`config.mk`:
```
export PLATFORM = sky130hd
export DESIGN_NAME = motor_step_ctrl_flat
export DESIGN_NICKNAME = d
export VERILOG_FILES = /design/src/rtl/motor_pkg.sv /design/src/rtl/motor_step_ctrl_if.sv /design/src/rtl/motor_step_div.sv /design/src/rtl/motor_step_ctrl.sv /design/src/flat_wrapper.sv
export SDC_FILE = /design/constraint.sdc
export NUM_CORES = 1
export LEC_CHECK = 0
export ABC_AREA = 1
export ABC_CLOCK_PERIOD_IN_PS = 2170
export BUFFER_PORTS_ARGS = -buffer_cell sky130_fd_sc_hd__clkbuf_2
export CAP_MARGIN = 40
export CORE_ASPECT_RATIO = 0.9
export CORE_MARGIN = 4
export CORE_UTILIZATION = 31
export DETAILED_ROUTE_END_ITERATION = 16
export PLACE_DENSITY = 0.46
export SLEW_MARGIN = 20
export SYNTH_ARGS = -nofsm -noshare
export SYNTH_HDL_FRONTEND = slang
export SYNTH_SLANG_ARGS = --single-unit
```
`constraint.sdc`:
```
create_clock -name clk -period 2.17 [get_ports clk]
set_input_delay 0.434 -clock clk [delete_from_list [all_inputs] [get_ports clk]]
set_output_delay 0.434 -clock clk [all_outputs]
set_load 0.05 [all_outputs]
```
`src/rtl/motor_pkg.sv`:
```
// Shared types and helpers for the elevator stepper-motor control slice.
package motor_pkg;

  typedef enum logic [1:0] {
    IDLE   = 2'd0,
    LOAD   = 2'd1,
    RUN    = 2'd2,
    ARRIVE = 2'd3
  } state_e;

  localparam logic DIR_UP = 1'b1;

  // Bits needed to hold values 0..value-1, never less than 1.
  function automatic int unsigned clog2(input int unsigned value);
    int unsigned r;
    r = 0;
    while ((64'd1 << r) < 64'(value)) r++;
    return (r == 0) ? 1 : r;
  endfunction

endpackage

```
`src/rtl/motor_step_ctrl_if.sv`:
```
// Floor-move command handshake between the car dispatcher and motor_step_ctrl.
interface motor_step_ctrl_if #(
  parameter int unsigned FLOOR_W = 3
);
  logic               cmd_valid;
  logic [FLOOR_W-1:0] cmd_floor;
  logic               cmd_ready;

  modport master (output cmd_valid, output cmd_floor, input  cmd_ready);
  modport slave  (input  cmd_valid, input  cmd_floor, output cmd_ready);
endinterface

```
`src/rtl/motor_step_div.sv`:
```
// Loadable prescaler: tick_o fires on the last count of a period_i-long cycle.
// clear_i holds the count at zero and suppresses the tick.
module motor_step_div #(
  parameter int unsigned W = 4
) (
  input  logic       clk,
  input  logic       rst_n,
  input  logic       clear_i,
  input  logic [W:0] period_i,
  output logic       tick_o
);

  logic [W-1:0] cnt_q, cnt_d;
  logic         term;

  assign term   = ({1'b0, cnt_q} == (period_i - (W+1)'(1)));
  assign tick_o = term && !clear_i;

  // Next count: clear, wrap on terminal count, else increment.
  always_comb begin
    cnt_d = cnt_q + W'(1);
    if (clear_i || term) cnt_d = '0;
  end

  // Count register.
  always_ff @(posedge clk or negedge rst_n) begin
    if (!rst_n) cnt_q <= '0;
    else        cnt_q <= cnt_d;
  end

endmodule

```
`src/rtl/motor_step_ctrl.sv`:
```
// Floor-move command to paced step pulses + direction for the phase sequencer.
// Optional soft start/stop pacing is built when MOTOR_RAMP_EN is defined.
module motor_step_ctrl
  import motor_pkg::*;
#(
  parameter int unsigned CLK_DIV         = 50000,
  parameter int unsigned STEPS_PER_FLOOR = 512,
  parameter int unsigned NUM_FLOORS      = 8,
  parameter int unsigned FLOOR_W         = 3,
  parameter int unsigned RAMP_STEPS      = 16
) (
  input  logic               clk,
  input  logic               rst_n,
  motor_step_ctrl_if.slave   cmd,
  input  logic               estop,
  output logic               step,
  output logic               dir,
  output logic               moving,
  output logic [FLOOR_W-1:0] cur_floor,
  output logic               arrived
);

  localparam int unsigned SLW = clog2((NUM_FLOORS - 1) * STEPS_PER_FLOOR + 1);
  localparam int unsigned DW  = clog2(2 * CLK_DIV);
  localparam int unsigned FCW = clog2(STEPS_PER_FLOOR);

  state_e             state_q, state_d;
  logic [FLOOR_W-1:0] target_q, target_d;
  logic [FLOOR_W-1:0] cur_floor_q, cur_floor_d;
  logic [FLOOR_W-1:0] req_floor, floor_diff;
  logic               dir_q, dir_d;
  logic               moving_q;
  logic [SLW-1:0]     steps_left_q, steps_left_d, move_steps;
  logic [FCW-1:0]     floor_cnt_q, floor_cnt_d;
  logic [DW:0]        period;
  logic               tick, div_clear, ready_w, handshake, step_w;

  assign ready_w   = (state_q == IDLE) && !estop;
  assign handshake = cmd.cmd_valid && ready_w;
  assign div_clear = (state_q != RUN);
  assign step_w    = tick && (state_q == RUN) && !estop;

  // Clamp out-of-range floor requests to the top floor.
  always_comb begin
    req_floor = cmd.cmd_floor;
    if (int'(cmd.cmd_floor) >= int'(NUM_FLOORS)) req_floor = FLOOR_W'(NUM_FLOORS - 1);
  end

  // Total steps for the latched move.
  always_comb begin
    floor_diff = (target_q > cur_floor_q) ? (target_q - cur_floor_q) : (cur_floor_q - target_q);
    move_steps = SLW'(floor_diff) * SLW'(STEPS_PER_FLOOR);
  end

`ifdef MOTOR_RAMP_EN
  logic [SLW-1:0] total_q;
  logic [SLW-1:0] done_steps;
  logic           in_ramp;

  // Move length, kept to locate the soft-start window.
  always_ff @(posedge clk or negedge rst_n) begin
    if (!rst_n)                 total_q <= '0;
    else if (state_q == LOAD)   total_q <= move_steps;
  end

  // Double the step period inside the soft-start or soft-stop window.
  always_comb begin
    done_steps = total_q - steps_left_q;
    in_ramp    = (int'(done_steps) < int'(RAMP_STEPS)) ||
                 (int'(steps_left_q) <= int'(RAMP_STEPS));
    period     = in_ramp ? (DW+1)'(2 * CLK_DIV) : (DW+1)'(CLK_DIV);
  end
`else
  assign period = (DW+1)'(CLK_DIV);
`endif

  motor_step_div #(.W(DW)) u_div (
    .clk      (clk),
    .rst_n    (rst_n),
    .clear_i  (div_clear),
    .period_i (period),
    .tick_o   (tick)
  );

  // FSM state register.
  always_ff @(posedge clk or negedge rst_n) begin
    if (!rst_n) state_q <= IDLE;
    else        state_q <= state_d;
  end

  // FSM next-state logic.
  always_comb begin
    state_d = state_q;
    case (state_q)
      IDLE:    if (handshake) state_d = LOAD;
      LOAD: begin
        if (estop)                         state_d = IDLE;
        else if (target_q == cur_floor_q)  state_d = ARRIVE;
        else                               state_d = RUN;
      end
      RUN: begin
        if (estop)                                        state_d = IDLE;
        else if (step_w && (steps_left_q == SLW'(1)))     state_d = ARRIVE;
      end
      ARRIVE:  state_d = IDLE;
      default: state_d = IDLE;
    endcase
  end

  // FSM outputs.
  always_comb begin
    cmd.cmd_ready = ready_w;
    step          = step_w;
    arrived       = (state_q == ARRIVE);
  end

  // Move datapath next-state: target latch, move setup, step accounting.
  always_comb begin
    target_d     = target_q;
    cur_floor_d  = cur_floor_q;
    dir_d        = dir_q;
    steps_left_d = steps_left_q;
    floor_cnt_d  = floor_cnt_q;
    case (state_q)
      IDLE: if (handshake) target_d = req_floor;
      LOAD: begin
        if (!estop && (target_q != cur_floor_q)) begin
          dir_d        = (target_q > cur_floor_q) ? DIR_UP : ~DIR_UP;
          steps_left_d = move_steps;
          floor_cnt_d  = '0;
        end
      end
      RUN: begin
        if (step_w) begin
          steps_left_d = steps_left_q - SLW'(1);
          if (floor_cnt_q == FCW'(STEPS_PER_FLOOR - 1)) begin
            floor_cnt_d = '0;
            cur_floor_d = (dir_q == DIR_UP) ? cur_floor_q + FLOOR_W'(1)
                                            : cur_floor_q - FLOOR_W'(1);
          end else begin
            floor_cnt_d = floor_cnt_q + FCW'(1);
          end
        end
      end
      default: ;
    endcase
  end

  // Move datapath registers; moving mirrors the RUN state one-for-one.
  always_ff @(posedge clk or negedge rst_n) begin
    if (!rst_n) begin
      target_q     <= '0;
      cur_floor_q  <= '0;
      dir_q        <= 1'b0;
      steps_left_q <= '0;
      floor_cnt_q  <= '0;
      moving_q     <= 1'b0;
    end else begin
      target_q     <= target_d;
      cur_floor_q  <= cur_floor_d;
      dir_q        <= dir_d;
      steps_left_q <= steps_left_d;
      floor_cnt_q  <= floor_cnt_d;
      moving_q     <= (state_d == RUN);
    end
  end

  assign dir       = dir_q;
  assign moving    = moving_q;
  assign cur_floor = cur_floor_q;

endmodule

```
`src/flat_wrapper.sv`:
```
// flat-port wrapper written by rule: the top's interface ports become plain ports
module motor_step_ctrl_flat import motor_pkg::*;
#(
  parameter int unsigned CLK_DIV         = 50000,
  parameter int unsigned STEPS_PER_FLOOR = 512,
  parameter int unsigned NUM_FLOORS      = 8,
  parameter int unsigned FLOOR_W         = 3,
  parameter int unsigned RAMP_STEPS      = 16
)
  (clk, rst_n, estop, step, dir, moving, cur_floor, arrived, cmd_cmd_valid, cmd_cmd_floor, cmd_cmd_ready);
  motor_step_ctrl_if #(.FLOOR_W(FLOOR_W)) cmd_i ();
  input  logic clk;
  input  logic rst_n;
  input  logic estop;
  output logic step;
  output logic dir;
  output logic moving;
  output logic [FLOOR_W-1:0] cur_floor;
  output logic arrived;
  input wire logic [$bits(cmd_i.cmd_valid)-1:0] cmd_cmd_valid;
  input wire logic [$bits(cmd_i.cmd_floor)-1:0] cmd_cmd_floor;
  output wire logic [$bits(cmd_i.cmd_ready)-1:0] cmd_cmd_ready;
  assign cmd_i.cmd_valid = cmd_cmd_valid;
  assign cmd_i.cmd_floor = cmd_cmd_floor;
  assign cmd_cmd_ready = cmd_i.cmd_ready;
  motor_step_ctrl #(.CLK_DIV(CLK_DIV), .STEPS_PER_FLOOR(STEPS_PER_FLOOR), .NUM_FLOORS(NUM_FLOORS), .FLOOR_W(FLOOR_W), .RAMP_STEPS(RAMP_STEPS)) u_core (.clk(clk), .rst_n(rst_n), .cmd(cmd_i), .estop(estop), .step(step), .dir(dir), .moving(moving), .cur_floor(cur_floor), .arrived(arrived));
endmodule
```
==> run metrics, run 1 <==
status finished clean; initial antenna violation count 0; final setup skew 0.0120 ns; Cell Area, Synth 3040 sq um; Num CTS Buffers 5; Hold Crit Class input port to asynchronous set/reset pin; ys flop type dfrtp_1; 1st-pass router iterations 4; Root Buffer clkbuf_8; worst-path cell chain ha_2 > nand2_2 > nor2_8 > inv_2 > nor2_4 > nand3_2 > inv_1 > clkbuf_8; antenna-violating nets left 0; synth unique cells 30; Sink Count 48; WL per Instance 11.4 microns; Req. time, crit path 1.74 ns; CP Capture Type primary output; DRC viols 0; # diodes 0; Period minus WS final a little over 2 ns; GP Congestion 0.764; first-pass GRT wire length 10,700 microns; max incr delay on CP 0.36 ns; Post-synth EDFFs 0; pre-CTS WS 0.209 ns; Vias per Instance 4.48; max-slew violation count 0; sequential area share after synthesis 0.395; critical path type flop to primary output; FF+latch count, synth 48; # setup viols final 0; vias in the first global route 2,216; Std-Cell Core Area 9610 sq um; core occupancy in the finished layout 0.360; layout cells sized above 1 0.160; total gr overflow 0; max cap viols 0; Fin Hold WS 0.234 ns; Max Clock Freq 486 MHz; maximum vdd drop 574 uV; crit path DAT 1.62 ns; worst skew pair latency 0.31 ns; final count of hold timing violations 0; post-synthesis net count 420; CP Launch Type flop; FFs w/ async S/R, synth 1.00; chip width 112 microns; RSZ-0062 raised after global routing no; Design Power 4.02 mW; dpl hpwl 4680 microns; Rows 34; Power Dens Cells 1160 nW/um^2; pin slew with the least headroom to its limit 0.649 ns; port bufs 14; DR vias 2,466; CTS tree done; P_leak around 1.7 nW; pin count of the biggest net entering global routing 49; maximum root-to-sink buffer count 2; overall fraction of global-route tracks in use 0.115; most frequent cell after synthesis nand2_1; Hold Buf Count CTS 0; die area 11,500 sq um; Die Y between 100 and 150 microns; Slowest-stage cell, CP dfrtp_1; CP Max Fanout 3; Starting Density 0.317; 1st-iter DRT viols 92; cells after synthesis 396; top cell type's share of synthesized area 0.395; Area contributors post-synth dfrtp_1 39%, nand2_1 13%, nor2_1 6.8%, ha_1 5.8%, inv_1 5.5%; I/O pins 15; clock-pin slew on the worst setup and hold paths 0.10 ns; Area Growth Syn to Fin 13.8%; yosys warns 0; Final TNS setup 0 ns; final WL around 6300 microns; Post-synth top cells 109 x nand2_1, 55 x nor2_1, 48 x dfrtp_1, 45 x inv_1, 27 x nand3_1; fin worst setup slack 0.113 ns; Yosys top cell by area dfrtp_1; Max-slew headroom 0.567; H-Tree Depth 2; Tcrit/Tclk final 0.948; Syn Area/Cell about 7.7 sq um; nets 447
## placed cells by master (no fill, tap or decap), drive strengths merged
| cell type | instances |
|---|---|
| a211oi | 1 |
| a21oi | 8 |
| buf | 12 |
| bufinv | 1 |
| clkbuf | 20 |
| clkinv | 1 |
| dfrtp | 48 |
| fa | 3 |
| ha | 14 |
| inv | 49 |
| mux2 | 1 |
| nand2 | 113 |
| nand3 | 28 |
| nand3b | 2 |
| nand4 | 9 |
| nor2 | 59 |
| nor3 | 10 |
| nor3b | 6 |
| o21ai | 18 |
| o22ai | 1 |
| or2 | 2 |
| xnor2 | 3 |
| xor2 | 15 |
## power breakdown
part	switching (mW)	leakage, nW	total (mW)	internal [mW]
logic	1.34	0.998	2.11	0.768
registers	0.180	0.638	1.26	1.08
clock network	0.314	0.0552	0.657	0.343
total	1.83	1.69	4.02	2.19
## worst max-delay path: cells and delay by family, from the launching register on
kind	cells	cell delay (ns)
flip-flops	1	0.36
AND/OR/NAND/NOR	4	0.45
buffers and inverters	3	0.31
adder cells (fa/ha/maj)	1	0.19
## per-stage QoR
stage | cells | cell area, sq um
floorplan | 396 | 3040
detailed placement | 536 | 3280
global route | 550 | 3460
global placement | 536 | 3280
finish | 550 | 3460
CTS | 545 | 3400
## state kept, by name (all words and copies together), names as in the netlist
register,count
u_core.cur_floor,3
u_core.moving,1
u_core.target_q,3
u_core.floor_cnt_q,9
u_core.steps_left_q,12
u_core.u_div.cnt_q,17
u_core.state_q,2
u_core.dir,1
## final timing paths
| path | depth (start not counted) | slack, ns | from | to |
|---|---|---|---|---|
| min | 2 | 0.23 | rst_n | u_core.floor_cnt_q[2] |
| max | 8 | 0.11 | u_core.u_div.cnt_q[0] | step |
| min reg2reg | 2 | 0.51 | u_core.cur_floor[2] | u_core.cur_floor[2] |
| max in group asynchronous | 2 | 1.50 | rst_n | u_core.moving |
| max reg2reg | 11 | 0.28 | u_core.cur_floor[1] | u_core.steps_left_q[11] |
| min in group clk | 2 | 0.36 | cmd_cmd_floor[2] | u_core.target_q[2] |
## kinds of logic after synthesis
family	share of synthesized area
buffers and inverters	0.0769
and+or+nand+nor	0.331
DFF	0.395
AOI/OAI and AO/OA	0.0645
adders and majority gates	0.0773
muxes	0.00370
xor gates and xnor gates	0.0518
## metal layers
metal	up-vias	routed length, microns	GRT usage	share of wire
met5	-	0	0	0
met4	0	42	0.0277	0.0067
met3	4	146	0.0278	0.023
met2	23	2660	0.170	0.42
met1	1133	3440	0.169	0.55
li1	1306	-	-	-
## final cells by class
type                            count  area [sq um]
Tap cell                          126           158
Inverter                           49           184
Fill cell                        1011          6150
Clock inverter                      2          35.0
Multi-Input combinational cell    293          1630
Sequential cell                    48          1200
Timing Repair Buffer               26           181
Clock buffer                        6          72.6
## timing repair
item	in CTS	in global routing
setup buffers	1	5
pin swaps	0	1
gates resized for setup	2	8
endpoints found under the setup margin	1	4
No activity file was read; power rests on OpenSTA's default activity.
==> run 2, diff against run 1 <==
ABC_CLOCK_PERIOD_IN_PS = 2000   (was 2170)
CORE_MARGIN = not set   (was 4)
clock period = 2 ns   (was 2.17 ns; I/O delays follow)
==> run 2 against run 1 <==
Non-clock buffer count increased by 7. Register-to-register slack got worse by 0.07 ns. Count of clock-buffer cells in the layout unchanged. Die area decreased by 11%. Cell count increased by 0.55%. Combinational power increased by 10%. Clock skew decreased by 0.00078 ns. Final area increased by 2.5%. Wire length decreased by 0.35%. Critical path type unchanged.
==> run metrics, run 2 (synthesized netlist as in run 1, its figures left out) <==
Tcrit/Tclk final 0.968; Hold Buf Count CTS 0 (unchanged); total gr overflow 0 (unchanged); DR vias 2,438 (-1.1%); final WL 6270 microns (-0.35%); Die Y 96.0 microns (-5.9%); maximum vdd drop 656 uV (+14%); final count of hold timing violations 0 (unchanged); worst skew pair latency 0.30 ns (about the same); Reg area 1200 sq um (+0.10%); Vias per Instance 4.41 (-1.7%); chip width 106 microns (-5.3%); clock-pin slew on the worst setup and hold paths 0.10 ns (about the same); die area 10,200 sq um (-11%); Largest register FFs 17 (unchanged); R2R Setup Slk 0.21 ns (-0.07 ns); CP Max Fanout 3 (unchanged); Period minus WS final 1.94 ns; pin count of the biggest net entering global routing 26 (-47%); port bufs 14 (unchanged); area of the multi-input gates 1650 sq um (+1.4%); H-Tree Depth 2 (unchanged); first-pass GRT wire length 11,300 microns (+5.2%); pre-CTS WS 0.129 ns (-0.0806 ns); Root Buffer clkbuf_8; largest register by flop count u_core.u_div.cnt_q; DRC viols 0 (unchanged); GP Congestion 0.789 (+3.2%); status finished clean; layout cells sized above 1 0.186 (+0.0252); biggest regs u_core.u_div.cnt_q: 17 flops, u_core.steps_left_q: 12 flops, u_core.floor_cnt_q: 9 flops; # setup viols final 0 (unchanged); CTS tree done; overall fraction of global-route tracks in use 0.138 (+0.0238); Layout Cells excl Fill 553 (+0.55%); initial antenna violation count 0 (unchanged); dpl hpwl 4800 microns (+2.6%); Area Growth Syn to Fin 16.6%; maximum root-to-sink buffer count 2 (unchanged); P_leak 1.75 nW (+3.4%); RSZ-0062 raised after global routing yes; dpl cells 539 (+0.56%); CP Launch Type flop; # diodes 0 (unchanged); Req. time, crit path 1.60 ns (-0.14 ns); I/O pins 15 (unchanged); Rows 33 (-2.9%); most common cell after layout, fill and taps aside nand2_1; Num CTS Buffers 5 (unchanged); fillers 1,003 (-0.79%); Std-Cell Core Area 9330 sq um (-2.9%); crit path DAT 1.54 ns (-0.08 ns); Starting Density 0.326 (+0.00959); Power Dens Cells 1240 nW/um^2 (+6.9%); Hold Crit Class input port to asynchronous set/reset pin; Max-slew headroom 0.696 (+0.129); WL per Instance 11.3 microns (-0.89%); pin slew with the least headroom to its limit 0.457 ns (-0.193 ns); max-slew violation count 0 (unchanged); Sink Count 48 (unchanged); nets 454 (+1.6%); fin worst setup slack 0.0646 ns (-0.0480 ns); antenna-violating nets left 0 (unchanged); final setup skew 0.0112 ns (-0.000782 ns); vias in the first global route 2,361 (+6.5%); 1st-pass router iterations 4 (unchanged); most frequent cells in the layout 108 x nand2_1, 51 x nor2_1, 47 x dfrtp_1, 43 x inv_1, 27 x nand3_1; max cap viols 0 (unchanged); Max Clock Freq 517 MHz; CP Capture Type primary output; critical path type flop to primary output; 1st-iter DRT viols 101 (+9.8%)
-- run 2: cell count changes in the layout (fill, tap and decap cells not counted), sizes merged --
cell,change
buf,+8
clkbuf,-1
-- run 2: area by class of cell --
type,instances,area share
timing repair buffer,33,0.0698
inverter,49,0.0518
tap,122,0.0430
clock buffer,6,0.0205
clock inverter,2,0.00987
multi-input combinational,293,0.466
sequential,48,0.339
-- run 2: metal layers --
metal | track usage | share of wire
met5 | 0 | 0
met4 | 0.0274 | 0.0048
met3 | 0.0223 | 0.019
met2 | 0.221 | 0.42
met1 | 0.198 | 0.55
-- run 2: repair_timing --
| item | CTS | global route |
|---|---|---|
| buffers inserted | 2 | 4 |
| endpoints found under the setup margin | 1 | 4 |
| gates resized for setup | 7 | 9 |
| pin swaps | 2 | 1 |
-- run 2: worst max-delay path, cell delays in order (launching register included) --
cell	delay (ns)
dfrtp_1	0.38
ha_2	0.21
nand2_4	0.07
nor2_8	0.09
inv_2	0.05
nor2_4	0.14
nand3_4	0.09
inv_2	0.07
buf_8	0.14
-- run 2: stage by stage --
stage / instance area [sq um] / total power [mW] / TNS, ns / hold slack [ns] / util
CTS: 3490 / 4.47 / 0 / 0.0437 / 0.374
global placement: 3340 / 3.70 / 0 / 0.379 / 0.358
global route: 3550 / 4.86 / -0.0183 / 0.0777 / 0.380
detailed placement: 3340 / 3.71 / 0 / 0.378 / 0.358
floorplan: 3050 / 3.18 / 0 / 0.104 / -
finish: 3550 / 4.41 / 0 / 0.0339 / 0.380
-- run 2: report_power, final --
group / total [mW] / switching, mW / internal (mW)
combinational: 2.33 / 1.46 / 0.869
clock: 0.712 / 0.340 / 0.372
sequential: 1.37 / 0.196 / 1.17
-- run 2: worst paths after layout --
kind | startpoint | to | depth (start not counted)
setup / recovery | u_core.u_div.cnt_q[0] | step | 8
hold reg to reg | u_core.floor_cnt_q[8] | u_core.floor_cnt_q[8] | 2
setup reg to reg | u_core.floor_cnt_q[0] | u_core.floor_cnt_q[4] | 10
hold / removal | rst_n | u_core.u_div.cnt_q[3] | 1
max in group asynchronous | rst_n | u_core.u_div.cnt_q[12] | 2
min in group clk | cmd_cmd_floor[2] | u_core.target_q[2] | 2
==> run 3, diff against run 2 <==
CORE_ASPECT_RATIO = 0.8   (was 0.9)
==> run 3 against run 2 <==
Count of clock-buffer cells in the layout grew 1. Via count unchanged. Fmax is 2.1% higher. Combinational power is essentially flat. Hold slack worse by 0.015 ns. Total power grew 4.4%. Critical path depth did not move. Sequential share of layout area decreased by 0.34 points. Largest cell class unchanged.
==> run metrics, run 3 (synthesized netlist as in run 1, its figures left out) <==
1st-iter DRT viols 112 (+11%); antenna-violating nets left 0 (unchanged); most common cell after layout, fill and taps aside nand2_1; layout cells sized above 1 0.190 (+0.00408); critical path type flop to primary output; P_leak 1.75 nW (+0.12%); Vias per Instance 4.50 (+2.0%); dpl hpwl 4990 microns (+3.8%); Largest register FFs 17 (unchanged); port bufs 14 (unchanged); nets 451 (-0.66%); Rows 31 (-6.1%); fin worst setup slack 0.104 ns (+0.0390 ns); Root Buffer clkbuf_16; Hold Crit Class input port to asynchronous set/reset pin; final count of hold timing violations 0 (unchanged); die area 10,200 sq um (about the same); DR vias 2,438 (unchanged); initial antenna violation count 0 (unchanged); maximum root-to-sink buffer count 2 (unchanged); DRC viols 0 (unchanged); status finished clean; CTS tree done; core occupancy in the finished layout 0.385 (+0.00482); I/O pins 15 (unchanged); largest register by flop count u_core.u_div.cnt_q; pin count of the biggest net entering global routing 37 (+42%); final WL 6730 microns (+7.4%); Starting Density 0.327 (+0.000789); Std-Cell Core Area 9310 sq um (-0.24%); pre-CTS WS 0.0623 ns (-0.0666 ns); H-Tree Depth 2 (unchanged); Sink Count 48 (unchanged); Power Dens Cells 1280 nW/um^2 (+3.3%); chip width 113 microns (+6.0%); pin slew with the least headroom to its limit 0.410 ns (-0.0464 ns); worst skew pair latency 0.29 ns (about the same); max-slew violation count 0 (unchanged); Crit Reg-Reg Endpoint u_core.steps_left_q[11]; biggest regs u_core.u_div.cnt_q: 17 flops, u_core.steps_left_q: 12 flops, u_core.floor_cnt_q: 9 flops; overall fraction of global-route tracks in use 0.145 (+0.00682); first-pass GRT wire length 12,000 microns (+6.5%); crit path DAT 1.50 ns (-0.04 ns); maximum vdd drop 650 uV (-0.81%); dpl cells 530 (-1.7%); Req. time, crit path 1.60 ns (about the same); CP Max Fanout 4 (+1); CP Capture Type primary output; max cap viols 0 (unchanged); Area Growth Syn to Fin 17.8%; clock-pin slew on the worst setup and hold paths 0.07 ns (-0.03 ns); most frequent cells in the layout 108 x nand2_1, 52 x nor2_1, 47 x dfrtp_1, 42 x inv_1, 25 x nand3_1; Final TNS setup 0 ns (unchanged); Die Y 90.6 microns (-5.6%); Period minus WS final 1.90 ns (-0.0390 ns); WL per Instance 12.4 microns (+9.6%); reg-to-reg startpoint u_core.cur_floor[1]; Layout Cells excl Fill 542 (-2.0%); # diodes 0 (unchanged); R2R Setup Slk 0.18 ns (-0.03 ns); # setup viols final 0 (unchanged); CP Launch Type flop; Tcrit/Tclk final 0.948 (-0.0195); total gr overflow 0 (unchanged); 1st-pass router iterations 4 (unchanged); Max Clock Freq 527 MHz (+2.1%); GP Congestion 0.819 (+3.8%); final setup skew 0.00463 ns (-0.00655 ns); vias in the first global route 2,423 (+2.6%); Reg2Reg Depth 11 (+1); Max-slew headroom 0.724 (+0.0280); Num CTS Buffers 5 (unchanged); RSZ-0062 raised after global routing no
run 3: cell count changes in the layout (fill, tap and decap cells not counted), sizes merged:
cell | previous run | this run
bufinv | 1 | 0
buf | 20 | 17
clkbuf | 19 | 20
clkinv | 1 | 0
run 3: worst max-delay path by stage:
stage / end / cells past startpoint / slack [ns] / from
5_1_grt: step / 8 / 0.003 / u_core.u_div.cnt_q[7]
3_3_place_gp: u_core.cur_floor[2] / 11 / 0.11 / u_core.floor_cnt_q[0]
6_report: step / 8 / 0.10 / u_core.u_div.cnt_q[11]
3_5_place_dp: u_core.cur_floor[2] / 11 / 0.06 / u_core.floor_cnt_q[0]
4_1_cts: step / 8 / 0.009 / u_core.u_div.cnt_q[1]
2_1_floorplan: u_core.floor_cnt_q[5] / 11 / 0.04 / u_core.cur_floor[2]
run 3: final cells by class:
cell class / count / area [sq um]
Multi-Input combinational cell: 293 / 1670
Tap cell: 115 / 144
Timing Repair Buffer: 30 / 228
Inverter: 49 / 184
Fill cell: 985 / 5720
Sequential cell: 48 / 1200
Clock buffer: 7 / 153
run 3: stage by stage:
step / area (sq um) / hold WS [ns] / power [mW]
floorplan: 3050 / 0.104 / 3.18
finish: 3580 / 0.0185 / 4.60
detailed placement: 3320 / 0.345 / 3.70
global route: 3580 / 0.0356 / 5.07
global placement: 3320 / 0.340 / 3.66
CTS: 3520 / 0.0287 / 4.67
run 3: power breakdown:
group	internal (mW)	switching [mW]
Clock	0.526	0.371
Sequential	1.17	0.204
Combinational	0.845	1.48
run 3: metal layers:
layer,routed length [microns],up-vias,global-route usage
met5,0,-,0
met4,12,0,0.0167
met3,170,2,0.0342
met2,2800,20,0.206
met1,3750,1111,0.226
li1,-,1305,-
run 3: critical path: stages, from the launching register on:
cell and delay (ns):
dfrtp_1 0.43, inv_1 0.07, nand2_1 0.04, nor2_1 0.13, nand2_2 0.09, nor2_4 0.13, nand3_2 0.10, inv_2 0.07
buf_8 0.14
run 3: timing repair:
item,CTS,global route
hold buffers,0,0
buffers inserted,4,1
endpoints found under the setup margin,1,8
pin swaps,2,4
gates resized for setup,5,18
